<file path="src/rtl/div_pkg.sv">
// ---------------------------------------------------------------------------
// div_pkg : shared state encoding and iteration constants for div_seq_unit
// Revision: 1.0
// ---------------------------------------------------------------------------
`default_nettype none

package div_pkg;

   typedef enum logic [1:0] {
      IDLE  = 2'd0,
      RUN   = 2'd1,
      FIXUP = 2'd2,
      DONE  = 2'd3
   } div_state_t;

   localparam int DIV_ITERS = 32;
   localparam int CNT_W     = 5;

endpackage

`default_nettype wire

</file>
<file path="src/rtl/not_equal_to_zero_32bits.sv">
// ---------------------------------------------------------------------------
// not_equal_to_zero_32bits : 32-bit zero detector, high when any bit is set
// Revision: 1.0
// ---------------------------------------------------------------------------
`default_nettype none

module not_equal_to_zero_32bits (
   input  logic [31:0] i_data,
   output logic        o_not_zero
);

   assign o_not_zero = |i_data;

endmodule

`default_nettype wire

</file>
<file path="src/rtl/twos_negate_33.sv">
// ---------------------------------------------------------------------------
// twos_negate_33 : conditional 33-bit two's complement negation
// Revision: 1.0
// ---------------------------------------------------------------------------
`default_nettype none

module twos_negate_33 (
   input  logic [32:0] i_val,
   input  logic        i_en,
   output logic [32:0] o_val
);

   assign o_val = i_en ? (~i_val + 33'd1) : i_val;

endmodule

`default_nettype wire

</file>
<file path="src/rtl/div_seq_unit.sv">
// ---------------------------------------------------------------------------
// div_seq_unit : iterative 32-bit signed restoring divider, one quotient bit
// per cycle. Optional macro DIV_OVF_EXC_EN flags INT_MIN / -1 as an exception.
// Revision: 1.0
// ---------------------------------------------------------------------------
`default_nettype none

module div_seq_unit
   import div_pkg::*;
#(
   parameter int unsigned RDY_HOLD = 0
) (
   input  logic        clock,
   input  logic        resetn,
   input  logic        ctrl_div,
   input  logic [31:0] data_operandA,
   input  logic [31:0] data_operandB,
   output logic [31:0] data_result,
   output logic [31:0] data_remainder,
   output logic        data_exception,
   output logic        data_resultRDY,
   output logic        busy
);

   div_state_t        r_state;
   div_state_t        w_state_nxt;

   logic [CNT_W-1:0]  r_cnt;
   logic [32:0]       r_rem;
   logic [31:0]       r_quo;
   logic [32:0]       r_dvsr;
   logic              r_sign_q;
   logic              r_sign_r;
   logic [31:0]       r_result;
   logic [31:0]       r_remainder;
   logic              r_exc;

   logic              w_b_nz;
   logic              w_ovf;
   logic              w_exc_now;
   logic              w_accept;
   logic              w_last_iter;
   logic [32:0]       w_abs_a;
   logic [32:0]       w_abs_b;
   logic [32:0]       w_rem_sh;
   logic [31:0]       w_quo_sh;
   logic [32:0]       w_trial;
   logic              w_take;
   logic [32:0]       w_fix_q;
   logic [32:0]       w_fix_r;
   logic              w_unused;

   not_equal_to_zero_32bits u_b_zero (
      .i_data     (data_operandB),
      .o_not_zero (w_b_nz)
   );

   // Magnitudes are sign-extended to 33 bits so |INT_MIN| is representable.
   twos_negate_33 u_abs_a (
      .i_val (          {data_operandA[31], data_operandA}),
      .i_en  (data_operandA[31]),
      .o_val (w_abs_a)
   );

   twos_negate_33 u_abs_b (
      .i_val ({data_operandB[31], data_operandB}),
      .i_en  (data_operandB[31]),
      .o_val (w_abs_b)
   );

   twos_negate_33 u_fix_q (
      .i_val ({1'b0, r_quo}),
      .i_en  (r_sign_q),
      .o_val (w_fix_q)
   );

   twos_negate_33 u_fix_r (
      .i_val (r_rem),
      .i_en  (r_sign_r && (r_rem != 33'd0)),
      .o_val (w_fix_r)
   );

`ifdef DIV_OVF_EXC_EN
   assign w_ovf = (data_operandA == 32'h8000_0000) && (data_operandB == 32'hFFFF_FFFF);
`else
   assign w_ovf = 1'b0;
`endif

   assign w_exc_now   = ~w_b_nz | w_ovf;
   assign w_accept    = ctrl_div && ((r_state == IDLE) || (r_state == DONE));
   assign w_last_iter = (r_cnt == CNT_W'(DIV_ITERS - 1));

   // Remainder stays below |B| <= 2^31, so the shifted value fits in 32 bits
   // and bit 32 of the 33-bit difference is a reliable borrow.
   assign w_rem_sh = {r_rem[31:0], r_quo[31]};
   assign w_quo_sh = {r_quo[30:0], 1'b0};
   assign w_trial  = w_rem_sh - r_dvsr;
   assign w_take   = ~w_trial[32];

   assign w_unused = ^{w_abs_a[32], w_fix_q[32], w_fix_r[32]};

   always_ff @(posedge clock or negedge resetn) begin
      if (!resetn) begin
         r_state <= IDLE;
      end else begin
         r_state <= w_state_nxt;
      end
   end

   always_comb begin
      w_state_nxt    = r_state;
      data_resultRDY = 1'b0;
      busy           = 1'b0;
      case (r_state)
         IDLE: begin
            if (w_accept) begin
               w_state_nxt = w_exc_now ? DONE : RUN;
            end
         end
         RUN: begin
            busy = 1'b1;
            if (w_last_iter) begin
               w_state_nxt = FIXUP;
            end
         end
         FIXUP: begin
            busy        = 1'b1;
            w_state_nxt = DONE;
         end
         DONE: begin
            data_resultRDY = 1'b1;
            if (w_accept) begin
               w_state_nxt = w_exc_now ? DONE : RUN;
            end else if (RDY_HOLD == 0) begin
               w_state_nxt = IDLE;
            end
         end
         default: begin
            w_state_nxt = IDLE;
         end
      endcase
   end

   always_ff @(posedge clock or negedge resetn) begin
      if (!resetn) begin
         r_cnt       <= '0;
         r_rem       <= '0;
         r_quo       <= '0;
         r_dvsr      <= '0;
         r_sign_q    <= 1'b0;
         r_sign_r    <= 1'b0;
         r_result    <= '0;
         r_remainder <= '0;
         r_exc       <= 1'b0;
      end else if (w_accept) begin
         r_cnt    <= '0;
         r_rem    <= '0;
         r_quo    <= w_abs_a[31:0];
         r_dvsr   <= w_abs_b;
         r_sign_q <= data_operandA[31] ^ data_operandB[31];
         r_sign_r <= data_operandA[31];
         r_exc    <= w_exc_now;
         if (w_exc_now) begin
            r_result    <= '0;
            r_remainder <= '0;
         end
      end else if (r_state == RUN) begin
         r_cnt <= r_cnt + CNT_W'(1);
         r_rem <= w_take ? w_trial : w_rem_sh;
         r_quo <= {w_quo_sh[31:1], w_take};
      end else if (r_state == FIXUP) begin
         r_result    <= w_fix_q[31:0];
         r_remainder <= w_fix_r[31:0];
      end
   end

   assign data_result    = r_result;
   assign data_remainder = r_remainder;
   assign data_exception = r_exc;

endmodule

`default_nettype wire

</file>
<file path="config.mk">
export PLATFORM = sky130hd
export DESIGN_NAME = div_seq_unit
export DESIGN_NICKNAME = d
export VERILOG_FILES = /design/src/rtl/div_pkg.sv /design/src/rtl/not_equal_to_zero_32bits.sv /design/src/rtl/twos_negate_33.sv /design/src/rtl/div_seq_unit.sv
export SDC_FILE = /design/constraint.sdc
export NUM_CORES = 1
export LEC_CHECK = 0
export BUFFER_PORTS_ARGS = -buffer_cell sky130_fd_sc_hd__buf_2
export CAP_MARGIN = 10
export CORE_MARGIN = 8
export CORE_UTILIZATION = 40
export DETAILED_ROUTE_END_ITERATION = 16
export PLACE_DENSITY_LB_ADDON = 0.12
export SKIP_LAST_GASP = 1
export SYNTH_ARGS = -nofsm -noshare
export SYNTH_HDL_FRONTEND = slang
export SYNTH_SLANG_ARGS = --single-unit
</file>
<file path="constraint.sdc">
create_clock -name clock -period 7.1 [get_ports clock]
set_input_delay 1.42 -clock clock [delete_from_list [all_inputs] [get_ports clock]]
set_output_delay 1.42 -clock clock [all_outputs]
set_load 0.02 [all_outputs]
</file>
-- After elaboration in Yosys (flattened, before gate mapping)
Index checks and enable logic that the tools add are counted.
- add/subtract/negate cells: 6
- eq/ne operators: 8
- muxes and demuxes: 25
- bitwise operators: 7
- reduce and logical (&&, ||, !) cells: 11
- operator list (cell ; count):
    32-bit 2-to-1 mux ; 12
    33-bit 2-to-1 mux ; 4
    32-bit by 1-bit adder with 32-bit output, second input constant ; 3
    32-bit inverter ; 3
    33-bit by 1-bit adder with 33-bit output, second input constant ; 1
    33-bit inverter ; 1
    33-bit nonzero test ; 1
    33-bit subtractor ; 1
    32-bit OR reduction ; 1
    5-bit 2-to-1 mux ; 2
    2-bit 2-to-1 mux ; 4
    2-bit != test, second input constant ; 4
    2-bit one-hot mux with 4 select lines ; 1
    5-bit by 1-bit adder with 5-bit output, second input constant ; 1
    5-bit == test, second input constant ; 1
    2-bit == test, second input constant ; 2
    2-bit nonzero test ; 2
    3-bit AND reduction ; 1
    2-bit by 1-bit == test with 1-bit output, second input constant ; 1
    1-bit logical AND ; 2
    2-bit zero test ; 1
    1-bit 2-to-1 mux ; 2
    1-bit inverter ; 2
    2-bit AND reduction ; 1
    other kinds (3) ; 3
- flip-flop bits (word level): 172
- input port bits: 67
- output and inout bits: 67
- word-level logic and storage cells: 67

-- Depth between registers and ports, before layout
Gate-level depths: netlist of the first run.
- depth in word-level cells: 6
- gate-level depth with buffers: 13
- depth with buffers taken out: 12

-- Hierarchy
A second synthesis of the first run with hierarchy kept.
- cells, all modules: 1325
- area total of the unflattened synthesis: 12284.3 um2
- modules (own cells, without submodules) (module ; times used ; cells an instance ; area an instance (um2) ; seq. area each (um2)):
    div_seq_unit ; 1 ; 887 ; 8896.0 ; 4304.1
    twos_negate_33 (u_abs_a ...) ; 3 ; 107 ; 845.8 ; 0.0
    twos_negate_33 (u_fix_r) ; 1 ; 106 ; 775.7 ; 0.0
    not_equal_to_zero_32bits ; 1 ; 11 ; 75.1 ; 0.0

-- Worst setup path after synthesis of the first run
No wires, ideal clock.
- path type: input-to-reg
- start point: input data_operandA[4]
- end point: register r_quo[26]
- library setup time: 0.083 ns
- arrival time: 3.800 ns
- data required time: 7.017 ns
- path slack: 3.217 ns
- cell stages on the path: 8
- path buffers: 0
- cells stage by stage: nor4_1 nand4_1 or4_1 or4_1 o41ai_1 xnor2_1 nand2_1 o21ai_0
- longest elaborated chain between the ends: 4
- ends and longest elaborated chain (element ; RTL line ; RTL):
    start: declaration ; div_seq_unit.sv:16 ; input logic [31:0] data_operandA,
    32-bit inverter ; twos_negate_33.sv:13 ; assign o_val = i_en ? (~i_val + 33'd1) : i_val;
    32-bit by 1-bit adder with 32-bit output ; twos_negate_33.sv:13 ;
    32-bit 2-to-1 mux ; twos_negate_33.sv:13 ;
    32-bit 2-to-1 mux ; div_seq_unit.sv:155 ; end else if (w_accept) begin
    end signal: assignment ; div_seq_unit.sv:158 ; r_quo <= w_abs_a[31:0];
    end signal: assignment ; div_seq_unit.sv:170 ; r_quo <= {w_quo_sh[31:1], w_take};
    end: declaration ; div_seq_unit.sv:30 ; logic [31:0] r_quo;
No other way between the ends.
A chain may end at the register's enable or synchronous reset.

-- Worst setup path after layout of the first run
- start point: input data_operandB[5]
- end point: register r_remainder[0], in the netlist data_remainder[0]
- longest elaborated chain between the ends: 3
- ends and longest elaborated chain (element ; RTL line ; RTL):
    start: declaration ; div_seq_unit.sv:17 ; input logic [31:0] data_operandB,
    32-bit OR reduction ; not_equal_to_zero_32bits.sv:12 ; assign o_not_zero = |i_data;
    2-bit != test (no source line) ; -- ;
    3-bit AND reduction (no source line) ; -- ;
    end signal: assignment ; div_seq_unit.sv:173 ; r_remainder <= w_fix_r[31:0];
    end: declaration ; div_seq_unit.sv:35 ; logic [31:0] r_remainder;
No other way between the ends.

==> qor.tcl, run 1 <==
set qor(dr_total_vias) 9556
set qor(synthFlopType) {dfrtp_1}
set qor(gr-usage-all-layers_pct) 17.5
set qor(syn_area_um2) 11400
set qor(synth-async-reset-ratio_pct) 100
set qor(hold_buffers) 0
set qor(synth.net_count) 1438
set qor(setup-violations-final) 0
set qor(met2_usage_pct) 27.8
set qor(drv_slew) 0
set qor(warnings_from_yosys) 0
set qor(worst_clock_skew_ns) 0.0186
set qor(synth_top_cells_by_area) {dfrtp_1, o21ai_0, xor2_1, nand2_1, mux2i_1}
set qor(p_int_mw) 3.63
set qor(antenna_violation_net_count_after_detailed_routing) 0
set qor(flops_latches_synth) 172
set qor(status) {completed}
set qor(hold-worst-slack_ns) 0.473
set qor(synth_cell_types) 66
set qor(cp.required_ns) 7.42
set qor(power_switching_mw) 3.41
set qor(grtUsageMet3_pct) 2.37
set qor(synth-edff-count) 0
set qor(grt_pass1_wl_um) 48600
set qor(detail_route.drc_violations) 0
set qor(path_clk_slew_ns) 0.07
set qor(netlist.area_leader.share_pct) 37.6
set qor(worst-r2r-cell-count) 13
set qor(insertion_delay_ns) 0.43
set qor(die-area_um2) 34300
set qor(htree_levels) 4
set qor(tritoncts) {done}
set qor(tritoncts_num_sinks) 172
set qor(synth_cells) 1328
set qor(timing.final.hold_violations) 0
set qor(postRouteWirelength_um) 29500
set qor(post_synth.cell_area_avg_um2) 8.62
set qor(synth_seq_area_share_pct) 37.6
set qor(setup_repair_after_global_routing_missed_its_margin) {false}
set qor(worstPathMaxFanout) 59
set qor(core.rowCount) 62
set qor(timing.final.crit_period_ns) 4.34
set qor(cts.path.max_buffers) 2
set qor(maximum_operating_frequency_ghz) 0.230
set qor(start_kind) {input port}
set qor(irDropWorstVdd_v) 0.000233
set qor(drt_wl_cell_um) 16.3
set qor(worst_hold_path.num_cells) 2
set qor(fillCellCount) 2895
set qor(initial_utilization_pct) 40.2
set qor(hold_path.class) {flop to flop}
set qor(layout.nets) 1521
set qor(cell_leakage_power_nw) 5.86
set qor(post_drt_via_cell_ratio) 5.29
set qor(clockRootBuffer) {clkbuf_16}
set qor(synth_area_leader) {dfrtp_1}
set qor(fin_crit_sh_pct) 61.1
set qor(worst_pin_slew_ns) 1.06
set qor(drive_gt1_share_pct) 13.6
set qor(place.port_buffers) 133
set qor(ios) 134
set qor(antenna_found_initial) 0
set qor(clock_power_share_pct) 13.2
set qor(post-cts-setup-buffers) 0
set qor(synthTopCellsByCount) {nand2_1, o21ai_0, dfrtp_1}
set qor(drt_first_pass_iters) 4
set qor(timing_worst_setup_path_type) {input port to flop}
set qor(cts_resized) 0
set qor(synth-compound-area-share_pct) 21.0
set qor(vias_in_the_first_global_route) 9368
set qor(netSwitchingFraction_pct) 48.5
set qor(detailedRoute.firstIterationViolations) 539
set qor(power_density_nw_per_um2) 542
set qor(dominant_combinational_cell_family_by_area_after_synthesis) {compound AO/OA/AOI/OAI gates}
set qor(synth_simple_gate_area_share_pct) 16.1
set qor(synthToLayoutAreaGrowth_pct) 13.4
set qor(yosys-mux-area-fraction_pct) 5.01
set qor(maxSlewHeadroom_pct) 29.5
set qor(register_area_um2) 4300
set qor(global_route_layer_with_the_greatest_usage) {met2}
set qor(fp.dieH_um) 185
set qor(comb_power_share_pct) 59.4
set qor(fin_setup_tns_ns) 0
set qor(grtUsageMet1_pct) 24.6
set qor(power.sequential.fraction_pct) 27.4
set qor(most_instantiated_library_cell_after_synthesis) {nand2_1}
set qor(multi_input_area_um2) 6700
set qor(critical_path.endpoint_type) {flop}
set qor(globalRoute.totalOverflow) 0
set qor(cap_violations) 0
set qor(synth_adder_area_share_pct) 4.77
set qor(timing.critical_path.arrival_ns) 4.66
set qor(synthXorXnorAreaFrac_pct) 11.3
set qor(grt_max_degree) 108
set qor(design.core.area_um2) 28500
set qor(dp_hpwl_um) 21700
set qor(n_antenna_cell) 0
set qor(cts-buffers-inserted) 17
set qor(die_x_um) 185
set qor(gpl.final_weighted_congestion) 0.834
## state kept, by name, indices dropped and copies added, names as in the netlist
register,flops
r_sign_q,1
r_rem,33
data_result,32
r_state,2
r_quo,32
r_cnt,5
r_dvsr,33
data_remainder,32
data_exception,1
r_sign_r,1
## critical path: stages
cell and delay (ns):
buf_2 0.12, nor3_1 0.56, nand4_1 0.30, or3_1 0.45, nand2b_1 0.22, or3_1 0.48
nor2_1 0.26, o21ai_4 0.16, buf_4 0.36, o31ai_1 0.31
## path summary, 6_finish.rpt
kind | from | end | slack, ns
min in group asynchronous | resetn | data_result[29] | 1.10
worst min-delay path | data_result[12] | data_result[12] | 0.47
worst max-delay path | data_operandB[5] | data_remainder[0] | 2.76
max in group asynchronous | resetn | r_dvsr[31] | 4.47
worst max register to register | r_quo[31] | r_quo[0] | 3.14
worst min register to register | data_result[12] | data_result[12] | 0.47
## layout by cell type, fill, tap and decap left out, drive strengths merged, types with 9 or more instances in the layout
cell / count
or4: 18
nor2: 47
nand3: 26
xnor2: 60
a21o: 14
nand2b: 11
buf: 139
xor2: 88
a21oi: 61
o31ai: 42
nor3: 9
dfrtp: 172
nand4: 12
mux2i: 55
clkbuf: 18
o21a: 10
inv: 56
nand2: 192
or3: 24
o21ai: 197
ha: 42
o41ai: 21
## area by class of cell
| cell class | count | area share, % |
|---|---|---|
| multi-input cells | 1031 | 51.6 |
| flip-flops and latches | 172 | 33.2 |
| repair buffers | 139 | 5.53 |
| well taps | 384 | 3.70 |
| clock buffers | 18 | 3.38 |
| inverters | 50 | 1.45 |
| clock inverters | 14 | 1.14 |
## cell families (layout without fill, tap and decap cells)
family | count (synthesis) | count (layout)
flops | 172 | 172
xor+xnor | 148 | 148
compound gates | 397 | 397
mux | 57 | 57
simple gates | 386 | 386
buf+inv | 125 | 221
fa+ha+maj | 43 | 43
## per-stage QoR
step                      power [mW]  cell area (µm²)  cells  utilization (%)  worst slack (ns)
after floorplan                 5.09            11400   1328                -              3.22
after global placement          6.11            12400   1776             43.5              2.48
after detailed placement        6.15            12400   1776             43.5              2.35
after CTS                       7.09            13000   1808             45.6              2.76
after global routing            7.71            13000   1808             45.6              2.44
final                           7.04            13000   1808             45.6              2.76
## power groups by stage
stage	sequential [mW]	combinational, mW	clock, mW
after floorplan	1.95	3.14	0
after global placement	1.93	4.17	0
after detailed placement	1.95	4.20	0
after CTS	1.93	4.21	0.954
after global routing	2.00	4.72	0.993
final	1.93	4.18	0.930
## metal layers
metal	routed length (µm)	part of all wire, %	vias to the layer above
met5	0	0	-
met4	325	1.1	0
met3	1250	4.3	22
met2	13100	45	195
met1	14800	50	4432
li1	-	-	4907
(Power assumes the default switching activity.)
==> inputs of run 2 (changes only) <==
ABC_AREA = 1   (was unset)
clock period = 4.1 ns   (was 7.1 ns; I/O delays follow)
==> run 2 against run 1 <==
Effect of this change: routed wire length grew 55%; core utilization shrank 0.24 points; sequential power grew 59%; flip-flop and latch count is the same; clock skew shrank 0.0083 ns; sequential share of layout area shrank 4.7 points; area after synthesis grew 17%; power grew 77%; critical path depth grew 3; cell count grew 47%; synthesized cell count grew 58%; first-iteration DRC count grew 72%.
==> qor.tcl, run 2 <==
set qor(hold_buffers) 0 ;# unchanged
set qor(synth-compound-area-share_pct) 10.9 ;# -10 points
set qor(timing.final.hold_violations) 0 ;# unchanged
set qor(drv_slew) 0 ;# unchanged
set qor(n_antenna_cell) 0 ;# unchanged
set qor(synth_simple_gate_area_share_pct) 38.9 ;# +23 points
set qor(design.core.area_um2) 33400 ;# +17%
set qor(drive_gt1_share_pct) 10.8 ;# -2.8 points
set qor(synth-async-reset-ratio_pct) 100 ;# unchanged
set qor(synth_top_cells_by_area) {dfrtp_1, nand2_1, nand3_1, inv_1, nor2_1}
set qor(antenna_violation_net_count_after_detailed_routing) 0 ;# unchanged
set qor(synth-edff-count) 0 ;# unchanged
set qor(yosys-mux-area-fraction_pct) 0 ;# -5.0 points
set qor(dp_hpwl_um) 36200 ;# +67%
set qor(power_density_nw_per_um2) 825 ;# +52%
set qor(synth_area_leader) {dfrtp_1}
set qor(cell_leakage_power_nw) 8.15 ;# +39%
set qor(grt_pass1_wl_um) 72100 ;# +48%
set qor(core.rowCount) 67 ;# +8.1%
set qor(cap_violations) 0 ;# unchanged
set qor(worst_clock_skew_ns) 0.0104 ;# -0.00827 ns
set qor(post_drt_via_cell_ratio) 5.12 ;# -3.2%
set qor(ios) 134 ;# unchanged
set qor(synth_cells) 2098 ;# +58%
set qor(crit_path_max_incr_delay_ns) 0.62 ;# +0.06 ns
set qor(synthToLayoutAreaGrowth_pct) 12.5
set qor(layout.nets) 2310 ;# +52%
set qor(worst_pin_slew_ns) 0.939 ;# -0.118 ns
set qor(synth_seq_area_share_pct) 32.0 ;# -5.6 points
set qor(timing.hold.worst.start) {data_remainder[28]}
set qor(hold_path.class) {flop to flop}
set qor(place_area_um2) 14500 ;# +17%
set qor(flops_latches_synth) 172 ;# unchanged
set qor(insertion_delay_ns) 0.45 ;# +0.02 ns
set qor(maximum_operating_frequency_ghz) 0.358
set qor(timing.final.crit_period_ns) 2.80
set qor(timing.critical_path.arrival_ns) 3.13 ;# -1.53 ns
set qor(die_x_um) 199 ;# +7.7%
set qor(gpl.final_weighted_congestion) 0.912 ;# +9.4%
set qor(fillCellCount) 3660 ;# +26%
set qor(syn_area_um2) 13400 ;# +17%
set qor(cts.path.max_buffers) 2 ;# unchanged
set qor(warnings_from_yosys) 0 ;# unchanged
set qor(final_area_um2) 15100 ;# +17%
set qor(cts_resized) 0 ;# unchanged
set qor(sum_of_buffers_and_inverters_on_the_critical_path) 2 ;# unchanged
set qor(post_synth.cell_area_avg_um2) 6.41 ;# -26%
set qor(timing.critical_path.cells) {ha_1 > nand2_1 > inv_1 > nand2_1 > nand2_1 > inv_1 > nand2_1 > a21oi_4 > nand3_4 > nand2_8 > nand2_1 > nand3_1 > nand2_1}
set qor(reg2reg_from) {r_rem[22]}
set qor(multi_input_area_um2) 7700 ;# +15%
set qor(worst_path_most_repeated_cell) {nand2_1}
set qor(fin_setup_tns_ns) 0 ;# unchanged
set qor(critical_path.endpoint_type) {flop}
set qor(setup-violations-final) 0 ;# unchanged
set qor(start_kind) {flop}
set qor(detail_route.drc_violations) 0 ;# unchanged
set qor(drt_wl_cell_um) 17.1 ;# +5.1%
set qor(synthXorXnorAreaFrac_pct) 3.32 ;# -8.0 points
set qor(critPathLaunch) {r_rem[22]}
set qor(worstPathMaxFanout) 28 ;# -53%
set qor(irDropWorstVdd_v) 0.000516 ;# +120%
set qor(synth.net_count) 2208 ;# +54%
set qor(fp.dieH_um) 199 ;# +7.7%
set qor(detailedRoute.firstIterationViolations) 927 ;# +72%
set qor(reg.largest.list) {r_dvsr: 33 flops, r_rem: 33 flops}
set qor(clockRootBuffer) {clkbuf_16}
set qor(drt_first_pass_iters) 5 ;# +1
set qor(die-area_um2) 39700 ;# +16%
set qor(total_power_mw) 12.5 ;# +77%
set qor(dominant_combinational_cell_family_by_area_after_synthesis) {simple AND/OR/NAND/NOR gates}
set qor(hold-worst-slack_ns) 0.472 ;# -0.000825 ns
set qor(netlist.area_leader.share_pct) 32.0 ;# -5.6 points
set qor(tritoncts) {done}
set qor(maxSlewHeadroom_pct) 37.4 ;# +7.9 points
set qor(most_common_cell_after_layout_fill_and_taps_aside) {nand2_1}
set qor(most_instantiated_library_cell_after_synthesis) {nand2_1}
set qor(gr-usage-all-layers_pct) 23.2 ;# +5.8 points
set qor(place.port_buffers) 133 ;# unchanged
set qor(crit_path_top_delay_cell) {dfrtp_1}
set qor(crit_family) {simple AND/OR/NAND/NOR gates}
set qor(synth_cell_types) 53 ;# -20%
set qor(cp.required_ns) 4.44 ;# -2.98 ns
set qor(synth_adder_area_share_pct) 4.06 ;# -0.71 points
set qor(grt_max_degree) 95 ;# -12%
set qor(initial_utilization_pct) 40.3 ;# +0.10 points
set qor(postRouteWirelength_um) 45600 ;# +55%
set qor(synthTopCellsByCount) {nand2_1, inv_1, nand3_1}
set qor(fin_crit_sh_pct) 68.2
set qor(final_cell_mix) {nand2_1, inv_1, nand3_1}
set qor(htree_levels) 4 ;# unchanged
set qor(register_area_um2) 4300 ;# unchanged
set qor(dr_total_vias) 13600 ;# +42%
set qor(synthFlopType) {dfrtp_1}
set qor(globalRoute.totalOverflow) 0 ;# unchanged
set qor(cts-buffers-inserted) 17 ;# unchanged
set qor(setup_repair_after_global_routing_missed_its_margin) {false}
set qor(post-cts-setup-buffers) 0 ;# unchanged
set qor(status) {completed}
set qor(path_clk_slew_ns) 0.07 ;# about the same
set qor(vias_in_the_first_global_route) 13200 ;# +41%
set qor(timing_worst_setup_path_type) {flop to flop}
set qor(tritoncts_num_sinks) 172 ;# unchanged
set qor(antenna_found_initial) 0 ;# unchanged
run 2: power by group:
part           switching, mW  internal [mW]  total [mW]
Sequential             0.637           2.42        3.06
Combinational           5.28           2.42        7.70
Clock                  0.777          0.942        1.72
Total                   6.70           5.78        12.5
run 2: cell type report:
type,count,share of cell area [%]
Timing Repair Buffer,147,5.30
Tap cell,448,3.71
Clock buffer,18,2.90
Clock inverter,14,1.19
Inverter,304,7.54
Multi-Input combinational cell,1558,50.9
Sequential cell,172,28.5
run 2: metal layers:
| layer | vias up | global-route usage, % | share of wire [%] |
|---|---|---|---|
| li1 | 6929 | - | - |
| met3 | 60 | 4.06 | 4.9 |
| met4 | 0 | 7.74 | 2.7 |
| met5 | - | 0 | 0 |
| met1 | 6302 | 29.8 | 45 |
| met2 | 325 | 39.2 | 47 |
run 2: cell families after synthesis:
kind of cell / after synthesis
fa+ha+maj: 43
flops: 172
simple gates: 1216
compound gates: 248
xor+xnor: 51
buf+inv: 368
run 2: stage by stage:
| step | utilization (%) | cells | setup WS (ns) |
|---|---|---|---|
| floorplan | - | 2098 | 1.88 |
| global placement | 43.5 | 2629 | 1.24 |
| global route | 45.3 | 2661 | 1.10 |
| detailed placement | 43.5 | 2629 | 1.15 |
| CTS | 45.3 | 2661 | 1.29 |
| finish | 45.3 | 2661 | 1.30 |
run 2: tightest hold or removal path: stages, from the launching register on:
cell and delay [ns]:
dfrtp_1 0.34, nand2_1 0.05, nand2_1 0.05
run 2: worst paths after layout:
kind / depth (start not counted) / to / slack (ns)
worst min-delay path: 2 / data_remainder[28] / 0.47
worst max-delay path: 13 / r_rem[6] / 1.30
max in group asynchronous: 2 / r_quo[16] / 2.63
min in group asynchronous: 1 / r_dvsr[22] / 0.49
worst min register to register: 2 / data_remainder[28] / 0.47
worst max register to register: 13 / r_rem[6] / 1.30
==> inputs of run 3 (changes only) <==
clock period = 2.6 ns   (was 4.1 ns; I/O delays follow)
==> run 3 against run 2 <==
Effect of this change: cell count increased by 2.0%; largest power group unchanged; die area is the same; combinational power is 66% higher; global-route usage shrank 0.15 points; routed wire length is 1.4% lower; flip-flop and latch count unchanged; critical path type unchanged; first-iteration DRC count grew 3.0%; power grew 60%.
==> qor.tcl, run 3 (synthesis results as in run 2) <==
set qor(status) {completed}
set qor(irDropWorstVdd_v) 0.00126 ;# +140%
set qor(maximum_operating_frequency_ghz) 0.411 ;# +15%
set qor(hold_path.class) {input port to asynchronous set/reset pin}
set qor(most_common_cell_after_layout_fill_and_taps_aside) {nand2_1}
set qor(maxSlewHeadroom_pct) 60.5 ;# +23 points
set qor(worstReg2RegEnd) {r_rem[23]}
set qor(grt_pass1_wl_um) 72000 ;# about the same
set qor(worst_clock_skew_ns) 0.0170 ;# +0.00667 ns
set qor(critical_path.endpoint_type) {flop}
set qor(start_kind) {flop}
set qor(fin_setup_tns_ns) 0 ;# unchanged
set qor(layout.nets) 2362 ;# +2.3%
set qor(gpl.final_weighted_congestion) 0.924 ;# +1.3%
set qor(worstPathMaxFanout) 13 ;# -54%
set qor(cp.required_ns) 2.93 ;# -1.51 ns
set qor(htree_levels) 4 ;# unchanged
set qor(final_cell_mix) {nand2_1, inv_1, nand3_1}
set qor(initial_utilization_pct) 40.3 ;# unchanged
set qor(die_x_um) 199 ;# unchanged
set qor(path_clk_slew_ns) 0.08 ;# about the same
set qor(drive_gt1_share_pct) 13.0 ;# +2.2 points
set qor(drt_wl_cell_um) 16.6 ;# -3.3%
set qor(power_density_nw_per_um2) 1290 ;# +56%
set qor(hold-worst-slack_ns) 0.0380 ;# -0.434 ns
set qor(drt_first_pass_iters) 5 ;# unchanged
set qor(n_antenna_cell) 0 ;# unchanged
set qor(reg2reg_from) {r_dvsr[27]}
set qor(worst-r2r-cell-count) 13 ;# unchanged
set qor(clockRootBuffer) {clkbuf_16}
set qor(globalRoute.totalOverflow) 0 ;# unchanged
set qor(cell_leakage_power_nw) 8.42 ;# +3.3%
set qor(insertion_delay_ns) 0.45 ;# about the same
set qor(worst_pin_slew_ns) 0.587 ;# -0.351 ns
set qor(timing.critical_path.arrival_ns) 2.77 ;# -0.36 ns
set qor(drv_slew) 0 ;# unchanged
set qor(detail_route.drc_violations) 0 ;# unchanged
set qor(timing.final.crit_period_ns) 2.43 ;# -0.361 ns
set qor(dr_total_vias) 13700 ;# +0.40%
set qor(fp.dieH_um) 199 ;# unchanged
set qor(dp_hpwl_um) 35900 ;# -0.85%
set qor(place.port_buffers) 133 ;# unchanged
set qor(setup-violations-final) 0 ;# unchanged
set qor(die-area_um2) 39700 ;# unchanged
set qor(core.rowCount) 67 ;# unchanged
set qor(reg.largest.list) {r_dvsr: 33 flops, r_rem: 33 flops}
set qor(final_setup_margin_ns) 0.165 ;# -1.14 ns
set qor(antenna_violation_net_count_after_detailed_routing) 0 ;# unchanged
set qor(detailedPlace.worstSlack_ns) 0.106 ;# -1.04 ns
set qor(timing_worst_setup_path_type) {flop to flop}
set qor(fin_crit_sh_pct) 93.6 ;# +25 points
set qor(ios) 134 ;# unchanged
set qor(grt_max_degree) 58 ;# -39%
set qor(tritoncts) {done}
set qor(worst-r2r-setup-slack_ns) 0.17 ;# -1.14 ns
set qor(cts.path.max_buffers) 2 ;# unchanged
set qor(design.core.area_um2) 33400 ;# unchanged
set qor(detailedRoute.firstIterationViolations) 955 ;# +3.0%
set qor(tritoncts_num_sinks) 172 ;# unchanged
set qor(gr-usage-all-layers_pct) 23.1 ;# -0.15 points
set qor(cts-buffers-inserted) 17 ;# unchanged
set qor(vias_in_the_first_global_route) 13300 ;# +0.80%
set qor(antenna_found_initial) 0 ;# unchanged
set qor(postRouteWirelength_um) 44900 ;# -1.4%
set qor(timing.final.hold_violations) 0 ;# unchanged
set qor(cap_violations) 0 ;# unchanged
set qor(synthToLayoutAreaGrowth_pct) 15.7
set qor(post_drt_via_cell_ratio) 5.04 ;# -1.5%
## run 3: area by class of cell
class | instances | area (µm²)
clock buffer | 17 | 425
clock inverter | 15 | 166
fill | 3604 | 17800
inverter | 304 | 1140
multi-input combinational | 1559 | 7730
sequential | 172 | 4310
tap | 448 | 561
timing repair buffer | 198 | 1220
## run 3: worst max-delay path by stage
stage / depth (start not counted) / end / startpoint
detailed placement: 16 / r_rem[10] / r_rem[0]
global placement: 16 / r_rem[5] / r_rem[0]
finish: 13 / r_rem[23] / r_dvsr[27]
floorplan: 18 / r_rem[22] / r_quo[31]
CTS: 16 / r_rem[10] / r_rem[0]
global route: 12 / data_remainder[16] / r_rem[0]
## run 3: worst max-delay path: stages (launching register included)
cell and delay, ns:
dfrtp_1 0.36, inv_1 0.21, ha_1 0.33, a21oi_1 0.21, nand2_1 0.10, nand2_1 0.06, nand2_1 0.10, a21oi_4 0.25
nand3_4 0.19, buf_12 0.18, nand2_8 0.11, nand2_2 0.07, nand3_1 0.06, nand2_1 0.05
## run 3: layer usage
| metal | part of all wire, % | wire (µm) | vias up | track usage [%] |
|---|---|---|---|---|
| li1 | - | - | 7016 | - |
| met1 | 46 | 20600 | 6267 | 30.6 |
| met2 | 47 | 21000 | 321 | 38.4 |
| met3 | 4.1 | 1840 | 66 | 2.76 |
| met4 | 3.4 | 1520 | 0 | 8.39 |
| met5 | 0 | 0 | - | 0 |
## run 3: power by group
group	total [mW]	leakage (nW)	switching, mW	internal, mW
Clock	2.61	0.291	1.23	1.38
Combinational	12.8	5.94	8.56	4.19
Sequential	4.65	2.19	0.832	3.82
## run 3: stage by stage
stage | power (mW) | instance area (µm²) | instances | utilization, %
after floorplan | 13.4 | 13400 | 2098 | -
after global placement | 17.2 | 14900 | 2677 | 44.6
after detailed placement | 17.3 | 14900 | 2677 | 44.6
after CTS | 19.9 | 15500 | 2709 | 46.4
after global routing | 21.9 | 15600 | 2713 | 46.6
final | 20.0 | 15600 | 2713 | 46.6
## run 3: repair_timing
| action | in CTS | in global routing |
|---|---|---|
| buffers inserted | 0 | 3 |
| hold buffers | 0 | 0 |
| setup endpoints to repair | 0 | 55 |
| gates resized for setup | 0 | 12 |
